[config.mk]
export PLATFORM = sky130hd
export DESIGN_NAME = mem_arbiter
export DESIGN_NICKNAME = d
export VERILOG_FILES = /design/src/rtl/lc3b_types.sv /design/src/rtl/arb_starve_counter.sv /design/src/rtl/mem_arbiter.sv
export SDC_FILE = /design/constraint.sdc
export NUM_CORES = 1
export LEC_CHECK = 0
export ABC_AREA = 1
export CELL_PAD_IN_SITES_DETAIL_PLACEMENT = 1
export CELL_PAD_IN_SITES_GLOBAL_PLACEMENT = 1
export CORE_MARGIN = 2
export CORE_UTILIZATION = 28
export CTS_BUF_LIST = sky130_fd_sc_hd__clkbuf_4 sky130_fd_sc_hd__clkbuf_8
export DETAILED_ROUTE_END_ITERATION = 6
export GPL_TIMING_DRIVEN = 0
export PLACE_DENSITY_LB_ADDON = 0.1
export SLEW_MARGIN = 10
export SYNTH_ARGS = -nofsm -noshare
export SYNTH_HDL_FRONTEND = slang
export SYNTH_SLANG_ARGS = --single-unit
[constraint.sdc]
create_clock -name clk -period 2.7 [get_ports clk]
set_input_delay 0.27 -clock clk [delete_from_list [all_inputs] [get_ports clk]]
set_output_delay 0.27 -clock clk [all_outputs]
set_load 0.005 [all_outputs]
[src/rtl/lc3b_types.sv]
// Shared LC-3b types plus the memory-request record used by the instruction/data memory arbiter.
package lc3b_types;

  typedef logic [15:0] lc3b_word;
  typedef logic [1:0]  lc3b_mem_wmask;

  typedef enum logic [1:0] {
    ARB_IDLE,
    ARB_INST,
    ARB_DATA
  } lc3b_arb_state;

  typedef struct packed {
    logic          rd;
    logic          wr;
    lc3b_word      addr;
    lc3b_word      wdata;
    lc3b_mem_wmask be;
  } lc3b_mem_req;

  // A port raising both read and write is treated as a write.
  function automatic lc3b_mem_req make_req(input logic          rd,
                                           input logic          wr,
                                           input lc3b_word      addr,
                                           input lc3b_word      wdata,
                                           input lc3b_mem_wmask be);
    lc3b_mem_req r;
    r.rd    = rd & ~wr;
    r.wr    = wr;
    r.addr  = addr;
    r.wdata = wdata;
    r.be    = be;
    return r;
  endfunction

endpackage

[src/rtl/arb_starve_counter.sv]
// Saturating streak counter: clear has priority over increment, holds at MAX_COUNT.
module arb_starve_counter #(
  parameter int MAX_COUNT = 4,
  parameter int CW        = $clog2(MAX_COUNT + 1)
) (
  input  logic          clk,
  input  logic          rst_n,
  input  logic          clr,
  input  logic          inc,
  output logic [CW-1:0] count
);

  always_ff @(posedge clk or negedge rst_n) begin
    if (!rst_n) begin
      count <= '0;
    end else if (clr) begin
      count <= '0;
    end else if (inc && (count != CW'(MAX_COUNT))) begin
      count <= count + 1'b1;
    end
  end

endmodule

[src/rtl/mem_arbiter.sv]
// Shares one physical memory port between the CPU instruction and data ports.
// Data wins ties, except after MAX_STARVE consecutive data grants while fetch waited.
module mem_arbiter
  import lc3b_types::*;
#(
  parameter int MAX_STARVE = 4
) (
  input  logic          clk,
  input  logic          rst_n,
  input  logic          inst_mem_read,
  input  logic          inst_mem_write,
  input  lc3b_word      inst_mem_addr,
  input  lc3b_word      inst_mem_wdata,
  input  lc3b_mem_wmask inst_mem_byte_enable,
  output logic          inst_mem_resp,
  output lc3b_word      inst_mem_rdata,
  input  logic          data_mem_read,
  input  logic          data_mem_write,
  input  lc3b_word      data_mem_addr,
  input  lc3b_word      data_mem_wdata,
  input  lc3b_mem_wmask data_mem_byte_enable,
  output logic          data_mem_resp,
  output lc3b_word      data_mem_rdata,
  output logic          pmem_read,
  output logic          pmem_write,
  output lc3b_word      pmem_addr,
  output lc3b_word      pmem_wdata,
  output lc3b_mem_wmask pmem_byte_enable,
  input  logic          pmem_resp,
  input  lc3b_word      pmem_rdata
);

  localparam int SW = $clog2(MAX_STARVE + 1);

  lc3b_arb_state state;
  lc3b_mem_req   pmem_req;
  lc3b_mem_req   inst_req;
  lc3b_mem_req   data_req;
  logic [SW-1:0] streak;
  logic          req_inst;
  logic          req_data;
  logic          grant_inst;
  logic          grant_data;
  logic          streak_clr;
  logic          streak_inc;

  assign inst_req = make_req(inst_mem_read, inst_mem_write, inst_mem_addr,
                             inst_mem_wdata, inst_mem_byte_enable);
  assign data_req = make_req(data_mem_read, data_mem_write, data_mem_addr,
                             data_mem_wdata, data_mem_byte_enable);

  always_comb begin
    req_inst   = inst_mem_read | inst_mem_write;
    req_data   = data_mem_read | data_mem_write;
    grant_inst = req_inst & (~req_data | (streak == SW'(MAX_STARVE)));
    grant_data = req_data & ~grant_inst;
    streak_clr = (state == ARB_IDLE) & (~req_inst | grant_inst);
    streak_inc = (state == ARB_IDLE) & grant_data & req_inst;
  end

  arb_starve_counter #(
    .MAX_COUNT (MAX_STARVE),
    .CW        (SW)
  ) u_starve (
    .clk   (clk),
    .rst_n (rst_n),
    .clr   (streak_clr),
    .inc   (streak_inc),
    .count (streak)
  );

  // Grant in IDLE latches the winner; the request is then held until pmem_resp.
  always_ff @(posedge clk or negedge rst_n) begin
    if (!rst_n) begin
      state    <= ARB_IDLE;
      pmem_req <= '0;
    end else begin
      case (state)
        ARB_IDLE: begin
          if (grant_inst) begin
            state    <= ARB_INST;
            pmem_req <= inst_req;
          end else if (grant_data) begin
            state    <= ARB_DATA;
            pmem_req <= data_req;
          end
        end
        ARB_INST, ARB_DATA: begin
          if (pmem_resp) begin
            state       <= ARB_IDLE;
            pmem_req.rd <= 1'b0;
            pmem_req.wr <= 1'b0;
          end
        end
        default: state <= ARB_IDLE;
      endcase
    end
  end

  assign pmem_read        = pmem_req.rd;
  assign pmem_write       = pmem_req.wr;
  assign pmem_addr        = pmem_req.addr;
  assign pmem_wdata       = pmem_req.wdata;
  assign pmem_byte_enable = pmem_req.be;

  assign inst_mem_resp  = (state == ARB_INST) & pmem_resp;
  assign data_mem_resp  = (state == ARB_DATA) & pmem_resp;
  assign inst_mem_rdata = pmem_rdata;
  assign data_mem_rdata = pmem_rdata;

endmodule

Yosys cells after proc, flatten, opt, wreduce, memory -nomap -nowiden

Cells that the tools add are included.

Register bits: 41
Latch bits: 0
Bits of input ports: 91
Word-level logic and storage cells: 50
Memories: 0
ROM bits: 0
Memory bits (writable): 0

Multiplexer cells: 9
Divide/modulo/power cells: 0
$add $sub $neg: 1
$lt $le $gt $ge: 0
Shifts and indexed selects: 0
Reductions and logical operators: 9
Eq/ne operators: 6
Multipliers: 0
Bitwise operators: 18

Operator list:

| kind                                                             | count |
|---|---|
| 36-bit 2-to-1 mux                                                | 2 |
| 1-bit bitwise AND                                                | 9 |
| 2-bit one-hot mux with 2 select lines                            | 2 |
| 2-bit 2-to-1 mux                                                 | 3 |
| 3-bit 2-to-1 mux                                                 | 2 |
| 3-bit inequality test (second input constant)                    | 2 |
| 2-bit nonzero test                                               | 3 |
| 1-bit inverter                                                   | 5 |
| 1-bit OR                                                         | 4 |
| 2-bit AND reduction                                              | 2 |
| 3-bit by 1-bit adder with 3-bit output (second input constant)   | 1 |
| 3-bit == test (second input constant)                            | 1 |
| 3-bit AND reduction                                              | 1 |
| 2-bit by 1-bit == test with 1-bit output (second input constant) | 1 |
| 2-bit == test (second input constant)                            | 1 |
| 2-bit logical NOT                                                | 1 |
| 2-bit inequality test (second input constant)                    | 1 |
| 2-bit OR reduction                                               | 1 |
| 1-bit logical AND                                                | 1 |

Depth between registers and ports, before layout

Gate-level depths: netlist of the first run.

Word-level depth: 11
Depth in mapped cells: 10
Gate-level depth less buffers: 9

Hierarchy

From an unflattened synthesis of the first run, not the netlist that was laid out.

Cell total of the unflattened synthesis: 299
Area total of the unflattened synthesis: 2437.3 µm²

Modules (own cells, without submodules):

| module             | instances | seq. area each (µm²) | cells each | area an instance (µm²) |
|---|---|---|---|---|
| mem_arbiter        | 1         | 950.9                | 274        | 2248.4 |
| arb_starve_counter | 1         | 75.1                 | 25         | 188.9 |

Least setup slack after synthesis of the first run

No wires, ideal clock.

Kind: register to register
Start point: reg u_starve.count[0]
End point: reg pmem_req, in the netlist pmem_addr[0]
Slack: 1304 ps
Period minus slack after synthesis: 1396 ps
Library setup time: 117 ps
Path buffers: 2
Arrival time: 1279 ps
Cell stages (with the launch flop): 11
Cell sequence: dfrtp_1 -> inv_1 -> ha_1 -> nand2_1 -> o21ai_4 -> nand2_2 -> buf_4 -> buf_4 -> nand2_1 -> nand3_1 -> nand2_1

Word-level cells in the longest chain between the ends: 7

Ends and longest elaborated chain:

| what                                 | line                     | text |
|---|---|---|
| start: declaration                   | arb_starve_counter.sv:10 | `output logic [CW-1:0] count` |
| start signal: assignment             | arb_starve_counter.sv:19 | `count <= count + 1'b1;` |
| 3-bit == test *                      | mem_arbiter.sv:55        | `grant_inst = req_inst & (~req_data \| (streak == SW'(MAX_STARVE)));` |
| 1-bit OR *                           | mem_arbiter.sv:55        |  |
| 1-bit bitwise AND *                  | mem_arbiter.sv:55        |  |
| 1-bit inverter                       | mem_arbiter.sv:56        | `grant_data = req_data & ~grant_inst;` |
| 1-bit bitwise AND                    | mem_arbiter.sv:56        |  |
| 2-bit nonzero test (no source line)  | -                        |  |
| 2-bit AND reduction (no source line) | -                        |  |
| end signal: assignment               | mem_arbiter.sv:82        | `pmem_req <= inst_req;` |
| end signal: assignment               | mem_arbiter.sv:85        | `pmem_req <= data_req;` |
| end: declaration                     | mem_arbiter.sv:36        | `lc3b_mem_req pmem_req;` |

Mark *: on every way between the ends. The rest lies on a longest branch, timed or not.
A chain may end at the register's enable or synchronous reset.

Worst setup path in the final report of the first run

Start point: reg state[0]
End point: out data_mem_resp

Word-level cells in the longest chain between the ends: 2

Ends and longest elaborated chain:

| what                     | line               | text |
|---|---|---|
| start: declaration       | mem_arbiter.sv:35  | `lc3b_arb_state state;` |
| start signal: assignment | mem_arbiter.sv:75  | `state <= ARB_IDLE;` |
| start signal: assignment | mem_arbiter.sv:81  | `state <= ARB_INST;` |
| start signal: assignment | mem_arbiter.sv:84  | `state <= ARB_DATA;` |
| 2-bit == test            | mem_arbiter.sv:107 | `assign data_mem_resp = (state == ARB_DATA) & pmem_resp;` |
| 1-bit bitwise AND        | mem_arbiter.sv:107 |  |
| end: declaration         | mem_arbiter.sv:22  | `output logic data_mem_resp,` |

Every way passes these cells.

==> results.yml, run 1 <==
timing:
  setup_tns_ns: 0
  slew_headroom: 0.6394
  drv_slew: 0
  final-setup-viol-count: 0
  hold_viol: 0
  fin_ws_ns: 0.8700
  worstMarginPinSlew_ns: 0.5409
  min_period_ns: 1.830
  clock_skew_ns: 0.008659
  rsz0062_at_grt: "no"
  period_share: 0.6778
  fmax_mhz: 546.5
layout:
  nNetsFinal: 608
  final_area_um2: 4342
  area_delta_synth_final_pct: 65.24
  drive_gt1_frac: 0.1191
  antenna_cells: 0
run_status:
  status: "completed"
drt:
  drt_iter0_markers: 41
  ant_nets: 0
  dr.pass1.iters: 4
  route.detailed.drc: 0
  routedWlPerCell_um: 14.02
  routed_wl_um: 8734
  via_per_inst: 4.427
  vias: 2758
logic_synthesis:
  yosysUniqueCellTypes: 16
  postSynthNetCount: 455
  avgSynthCellArea_um2: 7.339
  yosysSeqAreaShare: 0.3905
  synth_area_um2: 2628
  synthCells: 358
  yosys_register_bits: 41
  yosysWarningCount: 0
placed_design:
  post_dp_cell_area_um2: 4230
  port_buffers: 144
  dp_hpwl_um: 6721
  gp_congestion: 0.7510
  pre_cts_ws_ns: 0.6996
clock_tree:
  numCtsBuffers: 5
  cts_hold_buf: 1
  cts_setup_buffers: 0
  cts_tree: "yes"
  clockBufferDepth: 2
  insertion_delay_ns: 0.30
  cts-root-buf: "clkbuf_8"
  cts_sinks: 41
  ctsResizeCount: 0
  htree_levels: 2
  clk_pin_slew_ns: 0.09
pwr:
  power.leakage_uw: 0.002193
  intPower_uw: 2219
  p_switching_uw: 1408
  p_comb_frac: 0.567
  p_seq_frac: 0.307
  power.density_nw_per_um2: 835.3
  clkPwrFrac: 0.126
  netSwitchingFraction: 0.3882
  vdd_drop_max_mv: 0.3043
  power_uw: 3627
worst_setup_path:
  required_ns: 2.43
  crit_arrival_ns: 1.56
  end_kind: "primary output"
  path_class: "reg2out"
  cp_max_fo: 3
  cp-start-kind: "register"
floorplan:
  die_h_um: 100.9
  fp.dieW_um: 100.9
  start_util: 0.2871
  die-area_um2: 10170
  design.portCount: 161
  core_um2: 9153
  rows: 35
global_route:
  grt_pass1_vias: 2862
  grt_overflow_total: 0
  grt_pass1_wl_um: 13680
  grt_start_max_net_pins: 23
  grt.total_usage: 0.1718
  antenna_found_initial: 0
min_path:
  hold_path_class: "in2async"
job:
  maxCapViolCount: 0
==> critical path: stages (launching register included) <==
cell and delay (ns):
dfrtp_1 0.41, inv_1 0.11, ha_1 0.15, nand2_1 0.05, inv_1 0.05, clkdlybuf4s50_1 0.50
==> kinds of logic (layout without fill, tap and decap cells) <==
kind of cell,after synthesis,after routing,synth area share
AO/OA/AOI/OAI,2,2,0.008095
XOR/XNOR,1,1,0.003334
adder cells (fa/ha/maj),6,6,0.02857
buffers and inverters,95,249,0.1929
flip-flops,41,41,0.3905
AND/OR/NAND/NOR,213,213,0.3767
==> power groups by stage <==
stage	logic, µW	registers [µW]	clock network [µW]
after global routing	2330	1150	503
after floorplan	997	1120	0
after global placement	2030	1110	0
after detailed placement	2100	1120	0
final	2060	1110	456
after CTS	2110	1120	474
==> registers in the layout (all words and copies together), names as in the netlist <==
| register | cells |
|---|---|
| u_starve.count | 3 |
| state | 2 |
| pmem_read | 1 |
| pmem_byte_enable | 2 |
| pmem_wdata | 16 |
| pmem_addr | 16 |
| pmem_write | 1 |
==> placed cells by master (no fill, tap or decap), types with 2 or more instances in the layout <==
cell type,instances
clkbuf_8,7
clkdlybuf4s50_1,143
inv_2,2
buf_4,38
nand3b_1,35
nand3_1,39
nor2_1,4
buf_2,7
ha_1,6
clkbuf_1,4
nand2_2,2
dfrtp_1,41
or2_2,2
inv_1,45
nand2_1,131
==> worst paths after layout <==
path,from,endpoint,slack (ns),cells past startpoint
max,state[0]$_DFFE_PN0P_,data_mem_resp,0.87,5
min,rst_n,pmem_addr[6]$_DFFE_PN0P_,0.48,2
max reg2reg,u_starve.count[0]$_DFFE_PN0P_,pmem_addr[1]$_DFFE_PN0P_,0.98,8
min reg2reg,pmem_wdata[4]$_DFFE_PN0P_,pmem_wdata[4]$_DFFE_PN0P_,0.48,2
max in group asynchronous,rst_n,pmem_wdata[10]$_DFFE_PN0P_,1.70,3
min in group clk,pmem_wdata[4]$_DFFE_PN0P_,pmem_wdata[4]$_DFFE_PN0P_,0.48,2
==> per-stage QoR <==
stage          hold slack, ns  cells  utilization
3_3_place_gp           0.4619    613       0.4597
4_1_cts                0.4884    623       0.4744
5_1_grt                0.5153    623       0.4744
2_1_floorplan        -0.02559    358            -
6_report               0.4837    623       0.4744
3_5_place_dp           0.2844    614       0.4622
==> area by class of cell <==
cell class                 count  area, µm²
fill                        1135       4811
timing repair buffer         146       1474
multi-input combinational    222       1095
sequential                    41       1026
buffer                        48      330.3
inverter                      47      176.4
tap                          111      138.9
clock buffer                   7      96.34
clock inverter                 1      5.005
==> cell usage after synthesis <==
library cell,count,share of area
or2_2,2,0.0048
o21ai_1,1,0.0019
nand3_1,39,0.074
nand3b_1,35,0.10
ha_1,6,0.029
xnor2_1,1,0.0033
nor2_1,4,0.0057
nand2_2,2,0.0048
clkbuf_1,4,0.0057
buf_4,38,0.11
buf_2,6,0.011
inv_1,45,0.064
o21ai_4,1,0.0062
dfrtp_1,41,0.39
nand2_1,131,0.19
inv_2,2,0.0029
==> layer usage <==
layer / vias to the layer above / global-route usage / part of all wire
li1: 1368 / - / -
met1: 1301 / 0.2111 / 0.44
met2: 87 / 0.3051 / 0.49
met3: 2 / 0.04577 / 0.061
met4: 0 / 0.02845 / 0.0044
met5: - / 0 / 0
Power figures use the tool's default switching activity.
==> run 2: changes to the inputs <==
Settings changed: CORE_UTILIZATION 28 to 23.
Clock period 2.7 ns to 1.5 ns, I/O delays scaled along.
==> run 2 against run 1 <==
Against the previous run: die area grew 21%; core utilization shrank 6.4 points; flip-flop and latch count is the same; critical path type is now reg2reg; final area grew 6.6%; worst hold slack lost 0.13 ns.
==> results.yml, run 2 (synthesis results as in run 1) <==
run_status:
  status: "completed"
global_route:
  grt_start_max_net_pins: 22
  grt_pass1_wl_um: 14710
  grt_overflow_total: 0
  grt.total_usage: 0.1479
  antenna_found_initial: 0
  grt_pass1_vias: 2914
timing:
  fmax_mhz: 678.4
  rsz0062_at_grt: "yes"
  final-setup-viol-count: 0
  worstMarginPinSlew_ns: 0.5172
  min_period_ns: 1.474
  clock_skew_ns: 0.008334
  slew_headroom: 0.6552
  drv_slew: 0
  period_share: 0.9826
  holdWs_ns: 0.3494
  hold_viol: 0
  fin_ws_ns: 0.02605
  setup_tns_ns: 0
drt:
  dr_wl_met3_um: 798
  routedWlPerCell_um: 13.48
  via_per_inst: 4.158
  drt_iter0_markers: 73
  vias: 2769
  dr.pass1.iters: 4
  met1_length_um: 4060
  top_layer: "met4"
  routed_wl_um: 8980
  dr_wl_met2_um: 4046
  ant_nets: 0
  route.detailed.drc: 0
placed_design:
  pre_cts_ws_ns: -0.4148
  dp_hpwl_um: 6636
  gp_congestion: 0.7220
  dp.cells: 646
  port_buffers: 144
clock_tree:
  numCtsBuffers: 5
  cts-root-buf: "clkbuf_8"
  cts_tree: "yes"
  clockBufferDepth: 2
  cts_sinks: 41
  insertion_delay_ns: 0.30
  htree_levels: 2
  clk_pin_slew_ns: 0.09
layout:
  layout_common_cells: "141 x clkdlybuf4s50_1, 117 x nand2_1, 41 x inv_1, 41 x buf_4, 41 x dfrtp_1"
  fin_cells: 666
  drive_gt1_frac: 0.1893
  final_common_cell: "clkdlybuf4s50_1"
  nNetsFinal: 620
  fillers: 1375
  area_delta_synth_final_pct: 76.14
  antenna_cells: 0
floorplan:
  design.portCount: 161
  rows: 39
  fp.dieW_um: 110.9
  die_h_um: 110.9
  die-area_um2: 12300
  core_um2: 11270
  start_util: 0.2331
pwr:
  power.leakage_uw: 0.002307
  power.density_nw_per_um2: 1498
  vdd_drop_max_mv: 0.4683
  power_uw: 6933
worst_setup_path:
  r2r_cells: 11
  cp_max_fo: 6
  worstReg2RegStart: "u_starve.count[1]$_DFFE_PN0P_"
  end_kind: "register"
  crit_arrival_ns: 1.67
  reg2reg_setup_slack_ns: 0.03
  cp-start-kind: "register"
  crit_start: "u_starve.count[1]$_DFFE_PN0P_"
  path_class: "reg2reg"
  required_ns: 1.70
  crit-reg2reg-capture: "pmem_write$_DFFE_PN0P_"
job:
  maxCapViolCount: 0
min_path:
  hold_path_class: "in2async"
[run 2: cell types whose count changed in the layout (fill, tap and decap cells not counted), moves of 3 or more]
cell	change
nand3_1	-3
inv_1	-4
nand2_1	-14
nand2_2	+12
clkbuf_1	-4
nand3_2	+3
inv_2	+3
buf_4	+3
buf_8	+3
buf_6	+6
clkbuf_2	+3
[run 2: worst max path at each step]
stage               cells past startpoint                         end
floorplan                              10    pmem_addr[0]$_DFFE_PN0P_
global placement                        1  pmem_wdata[10]$_DFFE_PN0P_
detailed placement                      6    pmem_addr[3]$_DFFE_PN0P_
CTS                                    11      pmem_write$_DFFE_PN0P_
global route                           11      pmem_write$_DFFE_PN0P_
finish                                 11      pmem_write$_DFFE_PN0P_
[run 2: through the flow]
stage	cell area (µm²)	utilization
after global placement	4248	0.3768
after floorplan	2628	-
after global routing	4628	0.4106
final	4628	0.4106
after CTS	4543	0.4030
after detailed placement	4263	0.3782
[run 2: per-layer routing]
| metal | up-vias | global-route usage |
|---|---|---|
| li1 | 1396 | - |
| met1 | 1262 | 0.1965 |
| met2 | 106 | 0.2368 |
| met3 | 5 | 0.04811 |
| met4 | 0 | 0.03000 |
| met5 | - | 0 |
[run 2: area by class of cell]
class                           count  area [µm²]  share of cell area
Buffer                             47       390.4             0.08435
Clock buffer                        7       90.09             0.01946
Inverter                           47       178.9             0.03866
Multi-Input combinational cell    223        1181              0.2552
Sequential cell                    41        1026              0.2217
Tap cell                          143       178.9             0.03866
Timing Repair Buffer              158        1583              0.3420
[run 2: what timing repair did]
action,in CTS,in global routing
gates resized for setup,28,28
cloned,2,0
hold buffers,1,0
hold endpoints to repair,20,0
setup buffers,9,3
setup endpoints to repair,40,37
pin swaps,4,12
[run 2: power by group]
group / switching, µW / leakage, µW / total (µW) / internal (µW)
Clock: 394 / 0.0000477 / 778 / 384
Sequential: 326 / 0.000497 / 2000 / 1670
Combinational: 1930 / 0.00176 / 4150 / 2220
[run 2: worst max-delay path, cell delays in order, from the launching register on]
cell     delay, ns
dfrtp_1       0.41
inv_2         0.08
ha_4          0.14
nand2_4       0.06
o21ai_4       0.10
nand2_2       0.10
buf_8         0.16
buf_6         0.13
nand2_2       0.04
nand2_1       0.05
nand2_1       0.05
nand2_1       0.05
==> run 3: changes to the inputs <==
Settings changed: CORE_MARGIN 2 to 10, HOLD_SLACK_MARGIN set to 0.12.
==> run 3 against run 2 <==
Against the previous run: the run now ends with negative setup slack left; sequential share of layout area shrank 0.30 points; die area grew 31%; clock-buffer cell count is the same; sequential power is essentially flat; core utilization grew 1.5 points; critical path type unchanged; critical endpoint is now pmem_wdata[12]$_DFFE_PN0P_.
==> results.yml, run 3 (synthesis results as in run 1) <==
layout:
  antenna_cells: 0
  final_area_um2: 4692
  fillers: 1327
  area_delta_synth_final_pct: 78.57
  multi_input_area_um2: 1214
  fin_cells: 664
  layout_common_cells: "141 x clkdlybuf4s50_1, 114 x nand2_1, 44 x buf_4"
  fin_util: 0.4254
  nNetsFinal: 621
  regArea_um2: 1026
  drive_gt1_frac: 0.2061
  final_common_cell: "clkdlybuf4s50_1"
global_route:
  top_usage_layer: "met2"
  grt.total_usage: 0.1264
  grt_pass1_wl_um: 16810
  use_met3: 0.05581
  grt_pass1_vias: 3177
  grtUsageMet2: 0.2060
  grt_start_max_net_pins: 23
  met1_usage: 0.1529
  antenna_found_initial: 0
  grt_overflow_total: 0
placed_design:
  gp_congestion: 0.7505
  post_dp_cell_area_um2: 4259
  dp.cells: 643
  pre_cts_ws_ns: -0.3973
  dp_hpwl_um: 8053
  port_buffers: 144
timing:
  rsz0062_at_grt: "yes"
  hold_viol: 0
  min_period_ns: 1.515
  final-setup-viol-count: 5
  fmax_mhz: 660.2
  clock_skew_ns: 0.006566
  period_share: 1.010
  drv_slew: 0
  slew_headroom: 0.6288
  worstMarginPinSlew_ns: 0.5567
  holdWs_ns: 0.3748
  fin_ws_ns: -0.01470
drt:
  route.detailed.drc: 0
  routed_wl_um: 10550
  via_per_inst: 4.286
  dr.pass1.iters: 4
  vias: 2846
  routedWlPerCell_um: 15.88
  drt_iter0_markers: 125
  ant_nets: 0
clock_tree:
  clk_pin_slew_ns: 0.08
  insertion_delay_ns: 0.29
  cts_sinks: 41
  numCtsBuffers: 5
  htree_levels: 2
  cts_tree: "yes"
  clockBufferDepth: 2
  cts-root-buf: "clkbuf_8"
pwr:
  power.leakage_uw: 0.002340
  netSwitchingFraction: 0.3867
  p_seq_frac: 0.282
  intPower_uw: 4309
  p_comb_frac: 0.608
  vdd_drop_max_mv: 0.7496
  p_switching_uw: 2717
  clkPwrFrac: 0.110
  power.density_nw_per_um2: 1497
floorplan:
  rows: 38
  die_h_um: 126.9
  fp.dieW_um: 126.9
  start_util: 0.2382
  core_um2: 11030
  die-area_um2: 16100
  design.portCount: 161
worst_setup_path:
  end_kind: "register"
  cp-start-kind: "register"
  path_class: "reg2reg"
  crit-reg2reg-capture: "pmem_wdata[12]$_DFFE_PN0P_"
  r2r_cells: 10
  cp_max_fo: 7
  worstReg2RegStart: "u_starve.count[0]$_DFFE_PN0P_"
  crit_arrival_ns: 1.74
  required_ns: 1.73
  reg2reg_setup_slack_ns: -0.01
run_status:
  status: "finished with violations"
  violations: "negative setup slack"
min_path:
  hold_path_class: "in2async"
job:
  maxCapViolCount: 0
[run 3: cell count changes in the layout (fill, tap and decap cells not counted), moves of 3 or more]
cell / delta
buf_4: +3
buf_6: -4
nand2_1: -3
nand2_4: +3
nand3_1: -5
nand3_2: +5
[run 3: power groups by stage]
stage	Clock, µW	Sequential, µW	Combinational (µW)
2_1_floorplan	0	2020	1790
3_3_place_gp	0	1980	3800
3_5_place_dp	0	2010	3850
4_1_cts	823	1980	4180
5_1_grt	878	2050	4820
6_report	774	1980	4270
[run 3: worst max path at each step]
stage                                  startpoint                              end  depth (start not counted)
floorplan           u_starve.count[0]$_DFFE_PN0P_         pmem_addr[0]$_DFFE_PN0P_                         10
global placement                            rst_n        pmem_wdata[8]$_DFFE_PN0P_                          1
detailed placement                 data_mem_write       pmem_wdata[11]$_DFFE_PN0P_                          6
CTS                 u_starve.count[1]$_DFFE_PN0P_           pmem_write$_DFFE_PN0P_                         10
global route        u_starve.count[1]$_DFFE_PN0P_  pmem_byte_enable[1]$_DFFE_PN0P_                         10
finish              u_starve.count[0]$_DFFE_PN0P_       pmem_wdata[12]$_DFFE_PN0P_                         10
[run 3: layout make-up]
type / instances / area share
buffer: 47 / 0.07947
clock buffer: 7 / 0.01920
inverter: 47 / 0.03813
multi-input combinational: 222 / 0.2587
sequential: 41 / 0.2187
tap: 140 / 0.03733
timing repair buffer: 160 / 0.3485
[run 3: layer usage]
| metal | share of wire | routed length [µm] |
|---|---|---|
| met1 | 0.44 | 4612 |
| met2 | 0.46 | 4896 |
| met4 | 0.0036 | 38 |
| met3 | 0.095 | 998 |
| met5 | 0 | 0 |
[run 3: timing repair]
| action | CTS | global route |
|---|---|---|
| buffers inserted | 9 | 2 |
| pin swaps | 3 | 17 |
| endpoints found under the hold margin | 19 | 0 |
| endpoints found under the setup margin | 40 | 39 |
| hold buffers | 1 | 0 |
| gates cloned | 2 | 1 |
| resized for setup | 18 | 46 |
[run 3: worst max-delay path, stage by stage (launching register included)]
cell	delay, ns
dfrtp_1	0.39
inv_1	0.06
ha_2	0.18
nand2_2	0.07
o21ai_4	0.12
nand2_4	0.13
buf_12	0.17
clkbuf_16	0.16
nand2_2	0.05
nand3_1	0.06
nand2_1	0.06
[run 3: through the flow]
stage	TNS [ns]	power [µW]
global placement	-55.23	5778
global route	-2.065	7746
CTS	-0.01642	6985
finish	-0.03587	7026
detailed placement	-10.18	5860
floorplan	0	3812
